--- src/rtl/reg_psr.sv ---
// reg_psr
// -------
// Processor status register. It holds the six architectural flags
// (N, V, D, I, Z, C) as individual flip-flops. Each flag has its own
// load strobes, and a flag that sees none of its strobes keeps its value.
// The status byte is {N, V, 1, 1, D, I, Z, C}. Bit 5 is always 1, and the
// B position (bit 4) always reads 1.
//
// Ports
//   CLK        : clock; all state changes happen on its rising edge
//   RST        : synchronous active-high reset -> P = 8'h34
//   C_LOAD_DB0 : C <= DATA[0]
//   C_LOAD_IR5 : C <= IR5        (CLC/SEC)
//   C_LOAD_ACR : C <= ACR        (ALU carry out)
//   Z_LOAD_DB1 : Z <= DATA[1]
//   Z_LOAD_DBZ : Z <= (DATA == 0)
//   I_LOAD_DB2 : I <= DATA[2]
//   I_LOAD_IR5 : I <= IR5        (CLI/SEI)
//   D_LOAD_DB3 : D <= DATA[3]
//   D_LOAD_IR5 : D <= IR5        (CLD/SED)
//   V_LOAD_DB6 : V <= DATA[6]
//   V_LOAD_AVR : V <= AVR        (ALU overflow)
//   V_LOAD_I   : V <= 0          (CLV)
//   N_LOAD_DB7 : N <= DATA[7]
//   BUS_ENABLE : drive the status byte onto OUT
//   DATA       : internal data bus
//   IR5        : instruction register bit 5
//   ACR        : ALU carry out
//   AVR        : ALU overflow
//   OUT        : status byte when BUS_ENABLE=1, else 8'h00
//   P          : status byte, always driven
module reg_psr (
  input  logic       CLK,
  input  logic       RST,
  input  logic       C_LOAD_DB0,
  input  logic       C_LOAD_IR5,
  input  logic       C_LOAD_ACR,
  input  logic       Z_LOAD_DB1,
  input  logic       Z_LOAD_DBZ,
  input  logic       I_LOAD_DB2,
  input  logic       I_LOAD_IR5,
  input  logic       D_LOAD_DB3,
  input  logic       D_LOAD_IR5,
  input  logic       V_LOAD_DB6,
  input  logic       V_LOAD_AVR,
  input  logic       V_LOAD_I,
  input  logic       N_LOAD_DB7,
  input  logic       BUS_ENABLE,
  input  logic [7:0] DATA,
  input  logic       IR5,
  input  logic       ACR,
  input  logic       AVR,
  output logic [7:0] OUT,
  output logic [7:0] P
);

  logic flag_c;
  logic flag_z;
  logic flag_i;
  logic flag_d;
  logic flag_v;
  logic flag_n;
  logic data_is_zero;

  assign data_is_zero = (DATA == 8'h00);

  // Each flag is updated on its own. The if/else chain order inside a flag
  // sets which strobe wins when several of them target the same flag.
  // Reset sets I so that interrupts start out masked.
  always_ff @(posedge CLK) begin
    if (RST) begin
      flag_c <= 1'b0;
      flag_z <= 1'b0;
      flag_i <= 1'b1;
      flag_d <= 1'b0;
      flag_v <= 1'b0;
      flag_n <= 1'b0;
    end else begin
      if (C_LOAD_DB0)      flag_c <= DATA[0];
      else if (C_LOAD_IR5) flag_c <= IR5;
      else if (C_LOAD_ACR) flag_c <= ACR;

      if (Z_LOAD_DB1)      flag_z <= DATA[1];
      else if (Z_LOAD_DBZ) flag_z <= data_is_zero;

      if (I_LOAD_DB2)      flag_i <= DATA[2];
      else if (I_LOAD_IR5) flag_i <= IR5;

      if (D_LOAD_DB3)      flag_d <= DATA[3];
      else if (D_LOAD_IR5) flag_d <= IR5;

      if (V_LOAD_DB6)      flag_v <= DATA[6];
      else if (V_LOAD_AVR) flag_v <= AVR;
      else if (V_LOAD_I)   flag_v <= 1'b0;

      if (N_LOAD_DB7)      flag_n <= DATA[7];
    end
  end

  // P and OUT are purely combinational from the flags. A load therefore
  // shows up right after the edge that captures it.
  assign P   = {flag_n, flag_v, 1'b1, 1'b1, flag_d, flag_i, flag_z, flag_c};
  assign OUT = BUS_ENABLE ? P : 8'h00;

endmodule

--- config.mk ---
export PLATFORM = sky130hd
export DESIGN_NAME = reg_psr
export DESIGN_NICKNAME = d
export VERILOG_FILES = /design/src/rtl/reg_psr.sv
export SDC_FILE = /design/constraint.sdc
export NUM_CORES = 1
export LEC_CHECK = 0
export CAP_MARGIN = 20
export CORE_MARGIN = 4
export CORE_UTILIZATION = 31
export CTS_BUF_LIST = sky130_fd_sc_hd__clkbuf_4 sky130_fd_sc_hd__clkbuf_8
export DETAILED_ROUTE_END_ITERATION = 10
export GPL_ROUTABILITY_DRIVEN = 0
export GPL_TIMING_DRIVEN = 1
export PLACE_DENSITY = 0.91
export SYNTH_ARGS = -nofsm -noshare
export SYNTH_HDL_FRONTEND = slang
export SYNTH_SLANG_ARGS = --single-unit
--- constraint.sdc ---
create_clock -name CLK -period 1.35 [get_ports CLK]
set_input_delay 0.2025 -clock CLK [delete_from_list [all_inputs] [get_ports CLK]]
set_output_delay 0.2025 -clock CLK [all_outputs]
set_load 0.005 [all_outputs]
Yosys cells after proc, flatten, opt, wreduce, memory -nomap -nowiden
Index checks and enable logic that the tools add are counted.

word-level totals
  flip-flop bits (word level) = 6
  bits in latches = 0
  bits of input ports = 27
  word-level logic and storage cells = 25
  memories = 0
  memory bits (read-only) = 0
  output and inout port bits = 16
  memory bits (writable) = 0

operators by class
  order comparisons = 0
  add/subtract/negate cells = 0
  multiply operators = 0
  equality and inequality tests = 0
  reductions and logical operators = 6
  bitwise operators = 0
  shift-type cells = 0
  mux-type cells = 13
  div/mod/pow operators = 0

operators by type and width
  kind                count
  1-bit 2-to-1 mux    12
  8-bit logical NOT   1
  8-bit 2-to-1 mux    1
  2-bit nonzero test  3
  3-bit nonzero test  2

Longest topological paths before layout
Gate-level depths: netlist of run 1.

  depth after elaboration = 3
  gate-level depth with buffers = 3
  depth with buffers taken out = 3

Least setup slack after synthesis of run 1
No wires, ideal clock.

  path kind = register -> register
  start point = register flag_v (netlist name)
  end point = register flag_v
  arrival time = 0.848 ns
  setup time = 0.086 ns
  period minus slack after synthesis = 0.935 ns
  cell stages (with the launch flop) = 3
  path buffers = 0
  required time = 1.264 ns
  slack = 0.415 ns
  path through = dfxtp_1 > or3b_1 > a221oi_2

RTL lines
  element               line  RTL
  end signal, assigned  92    if (V_LOAD_DB6) flag_v <= DATA[6];
  end, declared         61    logic flag_v;

Worst setup path after layout of run 1
  start point = register flag_z
  end point = output P[1]

RTL lines
  element                 line  RTL
  start, declared         58    logic flag_z;
  start signal, assigned  83    if (Z_LOAD_DB1) flag_z <= DATA[1];
  start signal, assigned  84    else if (Z_LOAD_DBZ) flag_z <= data_is_zero;
  end, declared           54    output logic [7:0] P

No word-level cell between the ends.

==> reports/metrics.yaml, run 1 <==
detailed_routing:
  antenna_left: 0
  drc: 0
  vias: 444
  drtPass1Iterations: 4
  wl_per_cell_um: 12.2
  viasPerCell: 4.63
  drt-total-wl_um: 1170
  drt_iter0_markers: 4
final_layout:
  area_growth_pct: 88.7
  antennaDiodeCount: 0
  nets: 111
  drive_above_1_share_pct: 9.76
  ff_latch_area_um2: 123
  final_common_cell: "clkdlybuf4s50_1"
  stdcell_area_um2: 774
  final_cell_mix: "clkdlybuf4s50_1 (33), and2_1 (6), dlygate4sd2_1 (6)"
  n_fill_cell: 108
  multi_input_area_um2: 211
logic_synthesis:
  synth-seq-cells: 6
  async_flop_share_pct: 0
  syn_inst: 48
  synth_compound_area_share_pct: 11.6
  yosys.area_share.simple_pct: 25.3
  muxShareOfSynthArea_pct: 12.8
  synth_edf_count: 0
  syn_area_per_cell_um2: 8.55
  synth_top_family_by_area: "simple AND/OR/NAND/NOR gates"
  synth_cell_types: 20
  yosys_warnings: 0
  synthXorXnorAreaFrac_pct: 0
  synth_flop_cell: "dfxtp_1"
  netlist_area_um2: 410
  ys_seq_area_share_pct: 29.3
  synthAdderAreaFrac_pct: 0
setup_path:
  worstReg2RegEnd: "flag_v"
  reg2reg_slack_ps: 370
  slowest_stage: "clkdlybuf4s50_1"
  reg2reg_from: "flag_v"
  crit_path_max_fanout: 3
  cp_data_required_time_ps: 1150
  cp-startpoint: "flag_z"
  path_buf_inv: 1
  crit_family: "buffers and inverters"
  arrival_ps: 1090
  cp.depth: 1
  crit_path_end_kind: "output port"
  critical_path_class: "reg2out"
  cpPeakStageDelay_ps: 510
  path_cells: "clkdlybuf4s50_1"
  worstSetupEndpoint: "P[1]"
  cp-start-kind: "flip-flop"
  rr_worst_depth: 2
global_route:
  grt_pass1_vias: 455
  grt_pass1_wl_um: 1790
  antenna_found_initial: 0
  grt.overflow.total: 0
  grt_max_degree: 9
  grt_util_all_layers_pct: 12.9
sta:
  hold_violations: 0
  post-route-period-util_pct: 95.4
  rsz0062_at_grt: "false"
  max_freq_mhz: 777
  finalClockSkew_ps: 0
  post-route-min-period_ps: 1290
  slew_viol_final: 0
  setup_ws_ps: 62.2
  setup_violations: 0
floorplanning:
  io_pins: 43
  dieArea_um2: 1970
  dieWidth_um: 44.4
  die_h_um: 44.4
  fp-row-count: 12
  core_um2: 1170
  initial_core_util_pct: 35.0
cts:
  insertion_delay_ps: 250
  cts_inserted_buffers: 3
  root_buffer: "clkbuf_4"
  cts.sinks: 6
  clkTransAtPathRegs_ps: 40
  tritoncts: "done"
  h-tree-depth: 1
  clk_path_buf_depth: 2
placed_design:
  dp_slack_ps: -324
  dpl.hpwl_um: 1030
  portBuffers: 40
  dpl_cell_area_um2: 757
job:
  drv_cap: 0
status:
  status: "complete, no violations"
power_and_ir_drop:
  p_switching_w: 0.000122
  combPwrFrac_pct: 32.2
  pwr-share-seq_pct: 36.9
  internal_power_w: 0.000415
  switching_share_pct: 22.7
  peakVddDrop_v: 0.000541
  power.share.clock_pct: 30.9
  power_density_nw_per_um2: 694
  total_leakage_power_nw: 0.330
worst_hold_path:
  hp-class: "reg2reg"
## worst min path at each step
stage                start     end  slack (ps)  cells after the start
floorplan              RST  flag_v         270                      1
global placement    flag_n  flag_n         500                      2
detailed placement  flag_n  flag_n         510                      2
CTS                 flag_n  flag_n         500                      2
global route        flag_n  flag_n         530                      2
finish              flag_n  flag_n         500                      2
## repair_timing
action,4_1_cts,5_1_grt
hold buffers,0,0
buffers inserted,0,0
setup endpoints to repair,8,0
resized for setup,10,0
## flip-flops by register name, indices dropped and copies added, names as in the netlist
| register | count |
|---|---|
| flag_n | 1 |
| flag_z | 1 |
| flag_v | 1 |
| flag_c | 1 |
| flag_d | 1 |
| flag_i | 1 |
## power by group through the flow
stage / Sequential, W / Clock (W) / Combinational, W
finish: 0.000198 / 0.000166 / 0.000173
global route: 0.000200 / 0.000187 / 0.000185
CTS: 0.000199 / 0.000172 / 0.000175
detailed placement: 0.000201 / 0 / 0.000181
global placement: 0.000200 / 0 / 0.000178
floorplan: 0.000199 / 0 / 0.0000676
## stage by stage
step | hold slack (ps) | TNS, ps | util (%) | total power [W] | instances
after floorplan | 269 | 0 | - | 0.000267 | 49
after global placement | 498 | -2240 | 64.6 | 0.000378 | 93
after detailed placement | 514 | -2220 | 64.6 | 0.000382 | 93
after CTS | 504 | 0 | 66.1 | 0.000546 | 96
after global routing | 528 | 0 | 66.1 | 0.000572 | 96
final | 503 | 0 | 66.1 | 0.000537 | 96
## synthesized netlist by cell type, drive strengths merged, types with 2 or more instances
master	number	share of area, %
dfxtp	6	29
and2	6	9.1
nor2	3	2.7
inv	2	1.8
mux2i	3	7.3
nor4	2	3.0
buf	10	18
mux2	2	5.5
nor2b	3	4.6
## routing by layer
layer / vias to the layer above / wire, um / track usage, %
met5: - / 0 / 0
met4: 0 / 0 / 3.61
met1: 197 / 409 / 11.2
met3: 0 / 129 / 7.72
li1: 223 / - / -
met2: 24 / 634 / 24.4
## logic make-up after synthesis
| logic type | count (synthesis) |
|---|---|
| and+or+nand+nor | 18 |
| other | 1 |
| DFF | 6 |
| muxes | 5 |
| AOI/OAI and AO/OA | 6 |
| buffers and inverters | 12 |
## layout make-up
type / count / share of cell area (%)
Timing Repair Buffer: 40 / 50.7
Multi-Input combinational cell: 31 / 27.3
Sequential cell: 6 / 15.8
Clock buffer: 3 / 2.91
Tap cell: 14 / 2.26
Inverter: 2 / 0.969
No activity file was read; power rests on OpenSTA's default activity.
==> run 2: changes to the inputs <==
- SKIP_CTS_REPAIR_TIMING: unset -> 1
- SLEW_MARGIN: unset -> 20
==> reports/metrics.yaml, run 2 (same netlist as run 1, synthesis figures left out) <==
cts:
  clkTransAtPathRegs_ps: 50  # was 40 ps
  cts.sinks: 6  # unchanged
  clk_path_buf_depth: 2  # unchanged
  h-tree-depth: 1  # unchanged
  tritoncts: "done"  # unchanged
  root_buffer: "clkbuf_4"  # unchanged
  insertion_delay_ps: 250  # about the same
  cts_inserted_buffers: 3  # unchanged
sta:
  hold_ws_ps: 497  # was 503 ps
  hold_violations: 0  # unchanged
  finalClockSkew_ps: 0  # unchanged
  rsz0062_at_grt: "false"  # unchanged
  max_freq_mhz: 777  # about the same
  slew_viol_final: 0  # unchanged
  post-route-period-util_pct: 95.3  # was 95.4%
  post-route-min-period_ps: 1290  # about the same
  setup_ws_ps: 63.6  # was 62.2 ps
  setup_violations: 0  # unchanged
final_layout:
  nets: 111  # unchanged
  area_growth_pct: 95.4  # was 88.7%
  final_common_cell: "clkdlybuf4s50_1"  # unchanged
  finalNonFillerCells: 96  # unchanged
  drive_above_1_share_pct: 12.2  # was 9.76%
  final_cell_mix: "clkdlybuf4s50_1 (33), dlymetal6s2s_1 (7), and2_1 (6)"  # was clkdlybuf4s50_1 (33), and2_1 (6), dlygate4sd2_1 (6)
  post-route-util_pct: 68.5  # was 66.1%
  antennaDiodeCount: 0  # unchanged
setup_path:
  slowest_stage: "clkdlybuf4s50_1"  # unchanged
  crit_path_max_fanout: 3  # unchanged
  crit_path_end_kind: "output port"  # unchanged
  crit_family: "buffers and inverters"  # unchanged
  arrival_ps: 1080  # was 1090 ps
  path_cells: "clkdlybuf4s50_1"  # unchanged
  cpPeakStageDelay_ps: 500  # was 510 ps
  path_buf_inv: 1  # unchanged
  cp_data_required_time_ps: 1150  # about the same
  critical_path_class: "reg2out"  # unchanged
  cp-start-kind: "flip-flop"  # unchanged
floorplanning:
  dieWidth_um: 44.4  # unchanged
  core_um2: 1170  # unchanged
  fp-row-count: 12  # unchanged
  io_pins: 43  # unchanged
  initial_core_util_pct: 35.0  # unchanged
  dieArea_um2: 1970  # unchanged
  die_h_um: 44.4  # unchanged
global_route:
  grt_util_all_layers_pct: 13.0  # was 12.9%
  antenna_found_initial: 0  # unchanged
  grt_max_degree: 9  # unchanged
  grt_pass1_vias: 456  # was 455
  grt_pass1_wl_um: 1800  # was 1790 um
  grt.overflow.total: 0  # unchanged
worst_hold_path:
  hp-class: "reg2reg"  # unchanged
detailed_routing:
  drtPass1Iterations: 4  # unchanged
  drc: 0  # unchanged
  antenna_left: 0  # unchanged
  drt-total-wl_um: 1170  # about the same
  vias: 446  # was 444
  viasPerCell: 4.65  # was 4.63
  drt_iter0_markers: 4  # unchanged
  wl_per_cell_um: 12.2  # about the same
placed_design:
  dp_slack_ps: -324  # unchanged
  dp_cells: 93  # unchanged
  dpl.hpwl_um: 1030  # unchanged
  portBuffers: 40  # unchanged
job:
  drv_cap: 0  # unchanged
power_and_ir_drop:
  pwr-share-seq_pct: 36.7  # was 36.9%
  peakVddDrop_v: 0.000541  # about the same
  combPwrFrac_pct: 32.6  # was 32.2%
  p_switching_w: 0.000122  # about the same
  total_leakage_power_nw: 0.411  # was 0.330 nW
  power.share.clock_pct: 30.7  # was 30.9%
  power_density_nw_per_um2: 676  # was 694 nW/um^2
  switching_share_pct: 22.5  # was 22.7%
  internal_power_w: 0.000420  # was 0.000415 W
  power.total_w: 0.000542  # was 0.000537 W
status:
  status: "complete, no violations"  # unchanged
-- run 2: cell count changes in the layout (fill, tap and decap cells not counted) --
cell / before / now
dfxtp_2: 2 / 4
dlymetal6s2s_1: 0 / 7
dlygate4sd2_1: 6 / 0
dfxtp_1: 4 / 2
clkdlybuf4s15_1: 1 / 0
-- run 2: layer usage --
metal | GRT usage [%] | up-vias | wire length, um
met3 | 7.72 | 0 | 128
met5 | 0 | - | 0
li1 | - | 223 | -
met1 | 11.5 | 199 | 412
met4 | 3.61 | 0 | 0
met2 | 24.4 | 24 | 630
-- run 2: final timing paths --
check / startpoint / end / slack, ps / cells past startpoint
setup / recovery: flag_i / P[2] / 60 / 1
hold / removal: flag_n / flag_n / 500 / 2
setup reg to reg: flag_v / flag_v / 370 / 2
hold reg to reg: flag_n / flag_n / 500 / 2
-- run 2: cell type report --
cell class / instances / area, um^2
fillers: 101 / 369
well taps: 14 / 17.5
clock buffers: 3 / 22.5
multi-input cells: 31 / 211
repair buffers: 40 / 418
inverters: 2 / 7.51
flip-flops and latches: 6 / 125
-- run 2: metrics by stage --
stage	area [um^2]	setup TNS, ps
6_report	802	0
3_3_place_gp	757	-2240
2_1_floorplan	414	0
4_1_cts	779	-2270
5_1_grt	802	0
3_5_place_dp	757	-2220
-- run 2: power by group through the flow --
stage                     combinational, W  clock, W  sequential, W
after global placement            0.000178         0       0.000200
after detailed placement          0.000181         0       0.000201
final                             0.000177  0.000166       0.000199
after floorplan                  0.0000676         0       0.000199
after global routing              0.000190  0.000187       0.000201
after CTS                         0.000182  0.000172       0.000198
